===== config.mk =====
export PLATFORM = sky130hd
export DESIGN_NAME = word_sum_collector
export DESIGN_NICKNAME = d
export VERILOG_FILES = /design/src/rtl/word_sum_pkg.sv /design/src/rtl/word_sum_collector_rise_detect.sv /design/src/rtl/word_sum_collector.sv
export SDC_FILE = /design/constraint.sdc
export NUM_CORES = 1
export LEC_CHECK = 0
export CAP_MARGIN = 10
export CORE_MARGIN = 3
export CORE_UTILIZATION = 35
export DETAILED_ROUTE_END_ITERATION = 10
export HOLD_SLACK_MARGIN = 0.12
export SYNTH_ARGS = -nofsm -noshare
export SYNTH_HDL_FRONTEND = slang
export SYNTH_SLANG_ARGS = --single-unit
export TNS_END_PERCENT = 1

===== constraint.sdc =====
create_clock -name clk -period 4.7 [get_ports clk]
set_clock_uncertainty 0.1 [all_clocks]
set_input_delay 0.94 -clock clk [delete_from_list [all_inputs] [get_ports clk]]
set_output_delay 0.94 -clock clk [all_outputs]
set_load 0.005 [all_outputs]

===== src/rtl/word_sum_pkg.sv =====
// Shared types and constants for the word-sum collector and its helper stage.
// Holds width defaults, a constant clog2, and the two state encodings.
package word_sum_pkg;

    localparam int SUM_WIDTH_DEF = 10;
    localparam int BATCH_DEF     = 4;

    // Bits needed to index 'value' items; evaluated at elaboration time only.
    function automatic int clog2(input int value);
        int r;
        r = 0;
        for (int v = value - 1; v > 0; v = v >> 1) begin
            r = r + 1;
        end
        return r;
    endfunction

    typedef enum logic {COLLECT, DONE} coll_state_e;
    typedef enum logic {EMPTY, FULL}   res_state_e;

endpackage


===== src/rtl/word_sum_collector_rise_detect.sv =====
// Registers a level and emits a one-cycle pulse on its rising edge.
// RESET_VAL=1 suppresses a pulse for a level already high when reset releases.
module rise_detect #(
    parameter logic RESET_VAL = 1'b1
) (
    input  logic clk,
    input  logic rst_n_i,
    input  logic level_i,
    output logic pulse_o
);

    logic level_q;

    always_ff @(posedge clk) begin
        if (!rst_n_i) begin
            level_q <= RESET_VAL;
        end else begin
            level_q <= level_i;
        end
    end

    assign pulse_o = level_i & ~level_q;

endmodule


===== src/rtl/word_sum_collector.sv =====
// Collects BATCH upstream sums and reports total/max/min on a valid/ready port.
// The result register is separate from the accumulator so collection never stalls.
module word_sum_collector
    import word_sum_pkg::*;
#(
    parameter int  SUM_WIDTH = SUM_WIDTH_DEF,
    parameter int  BATCH     = BATCH_DEF,
    localparam int ACC_WIDTH = SUM_WIDTH + clog2(BATCH),
    localparam int CNT_WIDTH = clog2(BATCH) + 1
) (
    input  logic                 clk,
    input  logic                 async_reset,
    input  logic                 in_valid,
    input  logic [SUM_WIDTH-1:0] in_sum,
    input  logic                 clear,
    output logic                 out_valid,
    input  logic                 out_ready,
    output logic [ACC_WIDTH-1:0] out_total,
    output logic [SUM_WIDTH-1:0] out_max,
    output logic [SUM_WIDTH-1:0] out_min,
    output logic                 overrun,
    output logic [CNT_WIDTH-1:0] fill_level
);

    logic                 capture;
    coll_state_e          state_q;
    logic [CNT_WIDTH-1:0] count_q;
    logic [ACC_WIDTH-1:0] acc_q;
    logic [SUM_WIDTH-1:0] max_q;
    logic [SUM_WIDTH-1:0] min_q;

    res_state_e           res_q;
    logic [ACC_WIDTH-1:0] total_q;
    logic [SUM_WIDTH-1:0] res_max_q;
    logic [SUM_WIDTH-1:0] res_min_q;
    logic                 overrun_q;

    // clear deliberately does not touch the edge detector: it keeps tracking in_valid.
    rise_detect #(
        .RESET_VAL(1'b1)
    ) u_rise (
        .clk     (clk),
        .rst_n_i (async_reset),
        .level_i (in_valid),
        .pulse_o (capture)
    );

    always_ff @(posedge clk) begin
        if (!async_reset || clear) begin
            state_q <= COLLECT;
            count_q <= '0;
            acc_q   <= '0;
            max_q   <= '0;
            min_q   <= '0;
        end else begin
            case (state_q)
                COLLECT: begin
                    if (capture) begin
                        acc_q <= acc_q + ACC_WIDTH'(in_sum);
                        if (count_q == '0) begin
                            max_q <= in_sum;
                            min_q <= in_sum;
                        end else begin
                            if (in_sum > max_q) max_q <= in_sum;
                            if (in_sum < min_q) min_q <= in_sum;
                        end
                        count_q <= count_q + CNT_WIDTH'(1);
                        if (count_q == CNT_WIDTH'(BATCH - 1)) begin
                            state_q <= DONE;
                        end
                    end
                end
                DONE: begin
                    state_q <= COLLECT;
                    count_q <= '0;
                    acc_q   <= '0;
                end
                default: state_q <= COLLECT;
            endcase
        end
    end

    // A held result is only replaced if it is being transferred in the same cycle.
    always_ff @(posedge clk) begin
        if (!async_reset || clear) begin
            res_q     <= EMPTY;
            total_q   <= '0;
            res_max_q <= '0;
            res_min_q <= '0;
            overrun_q <= 1'b0;
        end else if (state_q == DONE) begin
            if (res_q == EMPTY || out_ready) begin
                res_q     <= FULL;
                total_q   <= acc_q;
                res_max_q <= max_q;
                res_min_q <= min_q;
            end else begin
                overrun_q <= 1'b1;
            end
        end else if (res_q == FULL && out_ready) begin
            res_q <= EMPTY;
        end
    end

    assign out_valid  = (res_q == FULL);
    assign out_total  = total_q;
    assign out_max    = res_max_q;
    assign out_min    = res_min_q;
    assign overrun    = overrun_q;
    assign fill_level = count_q;

endmodule


==> summary.md, run 1 <==
| Metric | Value |
|---|---|
| Status | `finished clean` |
| Initial core utilization | `between 30% and 40%` |
| Async SR Flop Fraction | `0%` |
| Flop-to-flop setup slack | `2.52 ns` |
| Crit end category | `flop` |
| R2R Path End | `min_q[1]` |
| Share of cells above drive strength 1 | `just under 5%` |
| Routed len/inst | `~14 µm` |
| Max_cap viols | `0` |
| Hold path cells | `2` |
| Critical Path Source Type | `input port` |
| Post-CTS setup repair buffer count | `0` |
| Final setup margin | `between 1.5 and 2 ns` |
| Tcrit/Tclk final | `between 60% and 70%` |
| DP Wirelength | `around 6300 µm` |
| WP data required | `just under 5 ns` |
| Final setup TNS | `0 ns` |
| Min-Delay Startpoint | `out_min[5]` |
| Via count | `just over 3000` |
| Post-Syn Area | `~3500 µm²` |
| WP data arrival | `3.18 ns` |
| Rows | `36` |
| Clock tree buffer depth | `2` |
| Clk Latency, worst-skew pair | `0.35 ns` |
| Fin. Hold Viols | `0` |
| Hold Crit Class | `flop to flop` |
| Ys flop type | `dfxtp_1` |
| Nets | `around 530` |
| Worst reg2reg startpoint | `min_q[3]` |
| Max-slew violation count | `0` |
| Setup violators final | `0` |
| Core ar. | `9820 µm²` |
| Vias/cell | `about 5.0` |
| Largest net degree at the start of global routing | `37` |
| Overflow left after global routing | `0` |
| Fill cell count | `between 1000 and 1500` |
| Slew HR | `50.8%` |
| CTS Hold Buffers Added | `0` |
| Post-synth EDFFs | `0` |
| Die area | `11300 µm²` |
| Worst-Margin Slew | `roughly 0.74 ns` |
| Achievable Freq | `about 0.34 GHz` |
| Synth-to-layout area growth | `25.5%` |
| Mapped Cells | `~430` |
| Avg Inst Size Synth | `approximately 8.2 µm²` |
| Cell variety after synth | `42` |
| Antenna viol nets, final | `0` |
| Total Power | `1.37 mW` |
| TritonCTS clock tree | `done` |
| CP max FO | `4` |
| Max incr delay on CP | `roughly 0.56 ns` |
| Crit Path Category | `input port to flop` |
| Vias in the first global route | `2988` |
| Final Wtd Congestion | `between 0.8 and 0.9` |
| End of the worst hold path | `out_min[5]` |
| CTS Buf Count | `9` |
| Global-route wire length before repair | `14400 µm` |
| RSZ-0062 raised after global routing | `false` |
| Power per Cell Area | `about 310 nW/µm²` |
| Total iterations of the first detailed-routing run | `4` |
| Clk pin slew, worst setup/hold paths | `approximately 0.07 ns` |
| GRT Util Overall | `about 16%` |
| R2r worst-path depth | `7` |
| Final Critical Period | `between 2 and 3 ns` |
| Post-CTS resize count | `0` |
| Number of diodes | `0` |
| Number of register bits inferred by synthesis | `between 70 and 80` |
| Initial drt markers | `about 110` |
| Die H | `approximately 110 µm` |
| Sequential-to-total area share from yosys stat | `between 40 and 50%` |
| WL final | `8690 µm` |
| VDD IR-drop max | `~0.20 mV` |
| Syn_nets | `481` |
| Synth Warn # | `0` |
| Dpl ws | `~1.4 ns` |
| Die width | `approximately 110 µm` |
| Pleak | `about 1.6 nW` |
| Cell Chain, Critical Path | `clkdlybuf4s50_1 -> ha_1 -> inv_1 -> fa_1 -> nor2b_1 -> o31a_1 -> o2111ai_1 -> a2111o_1 -> nand3_1` |
| Number of I/O port buffers | `between 50 and 60` |
| Sink Count | `71` |
| Core Util, Final | `between 40% and 50%` |
| Initial antenna violation count | `0` |
| Number of H-tree branching levels | `3` |
| IO Count | `between 50 and 60` |
| Root buf cell | `clkbuf_8` |
| Crit path max-delay cell type | `clkdlybuf4s50_1` |
| Drt drc | `0` |
==> state kept, by name, summed over array words and instances (netlist names) <==
signal,flops
acc_q,12
out_total,12
max_q,10
min_q,10
out_max,10
out_min,10
fill_level,3
out_valid,1
overrun,1
state_q,1
u_rise.level_q,1
==> cell usage in the layout, fill, tap and decap left out, types with 2 or more instances in the layout <==
master	n
nand2_1	106
dfxtp_1	71
clkdlybuf4s50_1	51
a21oi_1	47
ha_1	32
inv_1	28
mux2i_1	21
nor2_1	19
nand3_1	11
o21ai_0	10
clkbuf_8	10
a211oi_1	7
nand2b_1	6
nand4_1	5
and3_1	5
nor2b_1	4
bufinv_16	4
buf_4	4
xnor2_1	3
a21o_1	3
o21ai_1	3
nor2b_2	2
nor3_1	2
o211ai_1	2
or3_1	2
o21a_1	2
a31oi_1	2
o2111ai_1	2
o31ai_1	2
a2111o_1	2
==> layer usage <==
layer	global-route usage [%]	vias to the layer above	routed length (µm)
li1	-	1566	-
met5	0	-	0
met2	27.1	71	4080
met3	3.34	17	427
met1	19.9	1415	3980
met4	6.48	0	204
==> area by class of cell <==
| cell class | instances | area [µm²] | share of cell area (%) |
|---|---|---|---|
| clock inverter | 5 | 129 | 2.90 |
| multi-input combinational | 312 | 1920 | 43.2 |
| inverter | 28 | 105 | 2.37 |
| timing repair buffer | 56 | 556 | 12.5 |
| tap | 133 | 166 | 3.75 |
| clock buffer | 11 | 141 | 3.19 |
| sequential | 71 | 1420 | 32.0 |
==> cells by family after synthesis <==
group,synth area share [%]
multiplexers,5.94
flip-flops,40.2
XOR/XNOR,0.991
AND/OR/NAND/NOR,20.0
AO/OA/AOI/OAI,15.3
adder cells (fa/ha/maj),11.9
buffers and inverters,5.70
==> stage by stage <==
step           hold WS, ns  area [µm²]  instances
2_1_floorplan        0.345        3540        433
3_3_place_gp         0.343        4150        599
3_5_place_dp         0.346        4150        599
4_1_cts              0.356        4420        615
5_1_grt              0.386        4440        616
6_report             0.354        4440        616
==> cells in the mapped netlist, types with 2 or more instances <==
master	count	share of area, %
a31oi_1	2	0.35
a21o_1	3	0.64
a21oi_1	47	6.7
o21ai_1	3	0.42
buf_2	2	0.28
mux2i_1	21	5.9
xnor2_1	3	0.74
o2111ai_1	2	0.50
nor2_1	19	2.0
nand4_1	5	0.88
o31ai_1	2	0.42
o211ai_1	2	0.42
buf_1	2	0.21
nand2_1	106	11
o21ai_0	10	1.4
nor3_1	2	0.28
dfxtp_1	71	40
ha_1	32	11
and3_1	5	0.88
nand2b_1	6	1.1
inv_1	28	3.0
nor2b_1	6	1.1
nand3_1	11	1.6
a2111o_1	2	0.64
or3_1	2	0.35
o21a_1	2	0.42
a211oi_1	7	1.5
clkbuf_1	16	1.7
==> worst max path at each step <==
| stage | startpoint | end | slack, ns | depth (start not counted) |
|---|---|---|---|---|
| 5_1_grt | in_sum[0] | acc_q[8] | 1.58 | 9 |
| 3_5_place_dp | in_sum[0] | acc_q[8] | 1.37 | 9 |
| 6_report | in_sum[0] | acc_q[8] | 1.72 | 9 |
| 4_1_cts | in_sum[0] | acc_q[8] | 1.74 | 9 |
| 2_1_floorplan | in_sum[0] | acc_q[8] | 2.11 | 8 |
| 3_3_place_gp | in_sum[0] | acc_q[8] | 1.37 | 9 |
==> power by group <==
group | switching [mW] | internal (mW) | total, mW
combinational | 0.0593 | 0.0418 | 0.101
clock | 0.232 | 0.422 | 0.654
sequential | 0.00431 | 0.606 | 0.610
total | 0.296 | 1.07 | 1.37
==> critical path, delay by kind of cell <==
family | cells | cell delay, ns
fa+ha+maj | 2 | 0.63
buf+inv | 2 | 0.62
compound gates | 3 | 0.76
simple gates | 2 | 0.23
Power figures use the tool's default switching activity.
==> inputs of run 2 (changes only) <==
==> constraint.sdc (replaced) <==
create_clock -name clk -period 2.5 [get_ports clk]
set_clock_uncertainty 0.1 [all_clocks]
set_input_delay 0.5 -clock clk [delete_from_list [all_inputs] [get_ports clk]]
set_output_delay 0.5 -clock clk [all_outputs]
set_load 0.005 [all_outputs]
==> run 2 against run 1 <==
  * Global-route usage is 0.87 points higher
  * Highest routed layer unchanged
  * Critical endpoint unchanged
  * Critical path type unchanged
  * Count of clock-buffer cells in the layout down 2
  * Hold slack worse by 0.00086 ns
==> summary.md, run 2 (same netlist as run 1, synthesis figures left out) <==
| Metric | Value |
|---|---|
| Status | `finished clean` |
| Number of H-tree branching levels | `3` |
| VDD IR-drop max | `~0.23 mV` |
| Critical Path Source Type | `input port` |
| Largest net degree at the start of global routing | `33` |
| Slew HR | `between 60% and 70%` |
| Hold Crit Class | `flop to flop` |
| Fin. Hold Viols | `0` |
| Setup violators final | `0` |
| Crit path max-delay family | `compound AO/OA/AOI/OAI gates` |
| Vias/cell | `between 4 and 5` |
| Initial antenna violation count | `0` |
| Global-route wire length before repair | `~15000 µm` |
| Clk Latency, worst-skew pair | `roughly 0.35 ns` |
| Overflow left after global routing | `0` |
| Share of cells above drive strength 1 | `11.9%` |
| Die area | `about 11000 µm²` |
| Die H | `~110 µm` |
| Crit path max-delay cell type | `clkdlybuf4s50_1` |
| Nets | `563` |
| Initial drt markers | `110` |
| Tcrit/Tclk final | `between 90% and 100%` |
| CTS Buf Count | `9` |
| Rows | `36` |
| Post-CTS setup repair buffer count | `0` |
| Max_cap viols | `0` |
| Sink Count | `71` |
| Number of diodes | `0` |
| Core ar. | `around 10000 µm²` |
| Final setup margin | `0.123 ns` |
| Dpl ws | `-0.272 ns` |
| Initial core utilization | `36.0%` |
| CP max FO | `3` |
| IO Count | `52` |
| Power per Cell Area | `roughly 500 nW/µm²` |
| WP data arrival | `2.57 ns` |
| Cell Chain, Critical Path | `clkdlybuf4s50_1 -> ha_1 -> inv_1 -> fa_1 -> nor2b_2 -> o31a_1 -> o2111ai_1 -> a2111o_1 -> nand3_1` |
| Achievable Freq | `approximately 0.42 GHz` |
| Commonest non-fill, non-tap cell in the layout | `nand2_1` |
| Fill cell count | `1014` |
| Die width | `107 µm` |
| Clk pin slew, worst setup/hold paths | `0.08 ns` |
| Worst Path Buf+Inv | `2` |
| Max incr delay on CP | `just under 0.5 ns` |
| GRT Util Overall | `16.9%` |
| Antenna viol nets, final | `0` |
| Final Critical Period | `~2.4 ns` |
| Total iterations of the first detailed-routing run | `4` |
| Crit Path Category | `input port to flop` |
| Via count | `3161` |
| Routed len/inst | `about 14 µm` |
| Drt drc | `0` |
| DP Wirelength | `~6800 µm` |
| WP data required | `2.70 ns` |
| Root buf cell | `clkbuf_8` |
| WL final | `about 8900 µm` |
| Final Wtd Congestion | `a little under 0.9` |
| Synth-to-layout area growth | `31.1%` |
| Pleak | `roughly 1.8 nW` |
| Clock tree buffer depth | `2` |
| Max-slew violation count | `0` |
| Hold slack | `between 0.3 and 0.4 ns` |
| Most frequent cells in the layout | `nand2_1, dfxtp_1, clkdlybuf4s50_1` |
| Crit end category | `flop` |
| Core Util, Final | `between 40% and 50%` |
| RSZ-0062 raised after global routing | `true` |
| Vias in the first global route | `roughly 3200` |
| Number of I/O port buffers | `51` |
| TritonCTS clock tree | `done` |
| Worst-Margin Slew | `between 0.5 and 0.6 ns` |
==> run 2: path summary, 6_finish.rpt <==
check	start	to	slack (ns)	cells after the start
hold reg to reg	out_max[1]	out_max[1]	0.35	2
setup / recovery	in_sum[0]	acc_q[8]	0.12	9
hold / removal	out_max[1]	out_max[1]	0.35	2
setup reg to reg	acc_q[0]	acc_q[8]	0.41	8
==> run 2: timing repair <==
item / 4_1_cts / 5_1_grt
endpoints found under the setup margin: 0 / 4
hold buffers: 0 / 0
gates resized for setup: 0 / 2
==> run 2: routing by layer <==
metal	vias to the layer above	share of wire (%)	global-route usage, %
met5	-	0	0
met1	1459	47	22.1
li1	1632	-	-
met3	13	3.7	4.13
met4	0	1.4	4.29
met2	57	47	28.1
==> run 2: through the flow <==
step | total power, mW | area, µm² | TNS [ns] | cells
final | 2.28 | 4640 | 0 | 652
after global routing | 2.39 | 4640 | -0.00381 | 652
after CTS | 2.31 | 4630 | 0 | 652
after detailed placement | 1.40 | 4450 | -4.10 | 637
after global placement | 1.40 | 4450 | -3.54 | 637
after floorplan | 1.29 | 3540 | 0 | 433
==> run 2: layout make-up <==
cell class | instances | area (µm²) | area share [%]
clock buffer | 9 | 124 | 2.67
multi-input combinational | 312 | 1920 | 41.4
inverter | 28 | 105 | 2.27
sequential | 71 | 1420 | 30.7
timing repair buffer | 93 | 838 | 18.1
tap | 133 | 166 | 3.59
clock inverter | 6 | 61.3 | 1.32
==> run 2: power by group <==
part           internal (mW)  switching (mW)  leakage [nW]
Combinational          0.108           0.118          1.09
Sequential              1.14         0.00762         0.573
Clock                  0.454           0.455        0.0953
==> run 2: worst min-delay path, stage by stage, from the launching register on <==
cell,delay (ns)
dfxtp_1,0.31
nand2_1,0.05
a21oi_1,0.05
==> inputs of run 3 (changes only) <==
--- a/config.mk
+++ b/config.mk
@@ -7,9 +7,10 @@
 export LEC_CHECK = 0
 export CAP_MARGIN = 10
 export CORE_MARGIN = 3
-export CORE_UTILIZATION = 35
+export CORE_UTILIZATION = 49
 export DETAILED_ROUTE_END_ITERATION = 10
 export HOLD_SLACK_MARGIN = 0.12
+export PLACE_DENSITY = 0.76
 export SYNTH_ARGS = -nofsm -noshare
 export SYNTH_HDL_FRONTEND = slang
 export SYNTH_SLANG_ARGS = --single-unit
==> constraint.sdc (replaced) <==
create_clock -name clk -period 2.05 [get_ports clk]
set_clock_uncertainty 0.1 [all_clocks]
set_input_delay 0.41 -clock clk [delete_from_list [all_inputs] [get_ports clk]]
set_output_delay 0.41 -clock clk [all_outputs]
set_load 0.005 [all_outputs]
==> run 3 against run 2 <==
  * First-iteration DRC count up 28%
  * Combinational power up 26%
  * Flip-flop and latch count unchanged
  * Worst setup slack worse by 0.065 ns
  * Sequential power up 22%
  * Critical endpoint unchanged
  * Highest routed layer unchanged
==> summary.md, run 3 (same netlist as run 1, synthesis figures left out) <==
| Metric | Value |
|---|---|
| Status | `finished clean` |
| Number of I/O port buffers | `between 50 and 60` |
| RSZ-0062 raised after global routing | `true` |
| GRT Util Overall | `around 23%` |
| CP max FO | `4` |
| Core Util, Final | `~69%` |
| Placed cell count | `approximately 600` |
| Design area | `around 4800 µm²` |
| Drt drc | `0` |
| Worst Path Buf+Inv | `2` |
| Die width | `approximately 91 µm` |
| Final setup TNS | `0 ns` |
| Crit end category | `flop` |
| WP data arrival | `2.19 ns` |
| VDD IR-drop max | `roughly 0.37 mV` |
| Crit Path Category | `input port to flop` |
| Achievable Freq | `about 0.5 GHz` |
| Cell Chain, Critical Path | `clkdlybuf4s15_1 -> ha_4 -> inv_2 -> fa_2 -> nor2b_2 -> o31a_1 -> o2111ai_2 -> a2111o_1 -> nand3_1` |
| Clk pin slew, worst setup/hold paths | `0.08 ns` |
| Sink Count | `71` |
| Final Critical Period | `around 2.0 ns` |
| Max_cap viols | `0` |
| Initial core utilization | `51.2%` |
| IO Count | `between 50 and 60` |
| Die area | `a little over 8000 µm²` |
| Total iterations of the first detailed-routing run | `5` |
| Share of cells above drive strength 1 | `about 16%` |
| Hold Crit Class | `flop to flop` |
| Largest net degree at the start of global routing | `35` |
| DP Wirelength | `between 6000 and 7000 µm` |
| Vias in the first global route | `~3200` |
| Fin. Hold Viols | `0` |
| Synth-to-layout area growth | `34.6%` |
| Global-route wire length before repair | `approximately 15000 µm` |
| Routed len/inst | `14.8 µm` |
| Clk Latency, worst-skew pair | `0.35 ns` |
| TritonCTS clock tree | `done` |
| Clock tree buffer depth | `2` |
| Vias/cell | `approximately 5.3` |
| Initial antenna violation count | `0` |
| Max incr delay on CP | `about 0.37 ns` |
| WP data required | `around 2.3 ns` |
| Final Wtd Congestion | `just over 0.9` |
| Most frequent cells in the layout | `nand2_1, dfxtp_1, a21oi_1` |
| Power per Cell Area | `between 600 and 700 nW/µm²` |
| Critical Path Source Type | `input port` |
| Number of H-tree branching levels | `3` |
| CTS Buf Count | `9` |
| Hold slack | `approximately 0.35 ns` |
| Crit path max-delay cell type | `a2111o_1` |
| Number of diodes | `0` |
| Crit path max-delay family | `compound AO/OA/AOI/OAI gates` |
| Layout Cells excl Fill | `around 620` |
| Rows | `30` |
| Max-slew violation count | `0` |
| Slew HR | `between 70 and 80%` |
| Core ar. | `6910 µm²` |
| Root buf cell | `clkbuf_8` |
| Tcrit/Tclk final | `97.1%` |
| Setup violators final | `0` |
| Pleak | `between 1.5 and 2 nW` |
| Nets | `about 570` |
| Fill cell count | `567` |
| Commonest non-fill, non-tap cell in the layout | `nand2_1` |
| Overflow left after global routing | `0` |
| Initial drt markers | `roughly 140` |
| WL final | `between 9000 and 10000 µm` |
| Worst-Margin Slew | `between 0.3 and 0.4 ns` |
| Antenna viol nets, final | `0` |
| Via count | `about 3300` |
| Die H | `between 90 and 100 µm` |
| Post-place instance area | `approximately 4400 µm²` |
-- run 3: per-stage QoR --
step | total power, mW | setup WS [ns]
2_1_floorplan | 1.58 | 0.0261
3_3_place_gp | 1.70 | -0.564
3_5_place_dp | 1.71 | -0.627
4_1_cts | 2.98 | 0.00520
5_1_grt | 3.10 | -0.0415
6_report | 2.98 | 0.0589
-- run 3: worst min-delay path, stage by stage, from the launching register on --
cell and delay [ns]:
dfxtp_1 0.31, nand2_1 0.05, a21oi_1 0.05
-- run 3: layer usage --
layer  up-vias  global-route usage [%]  routed length [µm]
met4         0                    8.04                 150
met5         -                       0                   0
met2        94                    38.4                4460
met3        16                    5.88                 558
li1       1651                       -                   -
met1      1526                    29.3                4030
-- run 3: where the power goes --
| group | internal (mW) | total [mW] | switching [mW] |
|---|---|---|---|
| clock network | 0.749 | 1.30 | 0.547 |
| registers | 1.39 | 1.40 | 0.00945 |
| logic | 0.132 | 0.286 | 0.154 |
| total | 2.27 | 2.98 | 0.710 |
-- run 3: worst paths after layout --
check | from | end | slack (ns) | cells after the start
max reg2reg | acc_q[0] | acc_q[8] | 0.07 | 8
min reg2reg | out_max[1] | out_max[1] | 0.35 | 2
min | out_max[1] | out_max[1] | 0.35 | 2
max | in_sum[0] | acc_q[8] | 0.06 | 9
-- run 3: layout make-up --
class                           instances  area [µm²]  area share (%)
Multi-Input combinational cell        312        1980            41.6
Sequential cell                        71        1420            29.9
Timing Repair Buffer                   99         901            18.9
Clock inverter                          5        80.1            1.68
Clock buffer                           11         151            3.18
Tap cell                               96         120            2.52
Inverter                               28         105            2.21
-- run 3: what timing repair did --
action	in CTS	in global routing
setup buffers	1	3
pin swaps	4	7
gates resized for setup	13	14
setup endpoints to repair	27	25
hold buffers	0	0
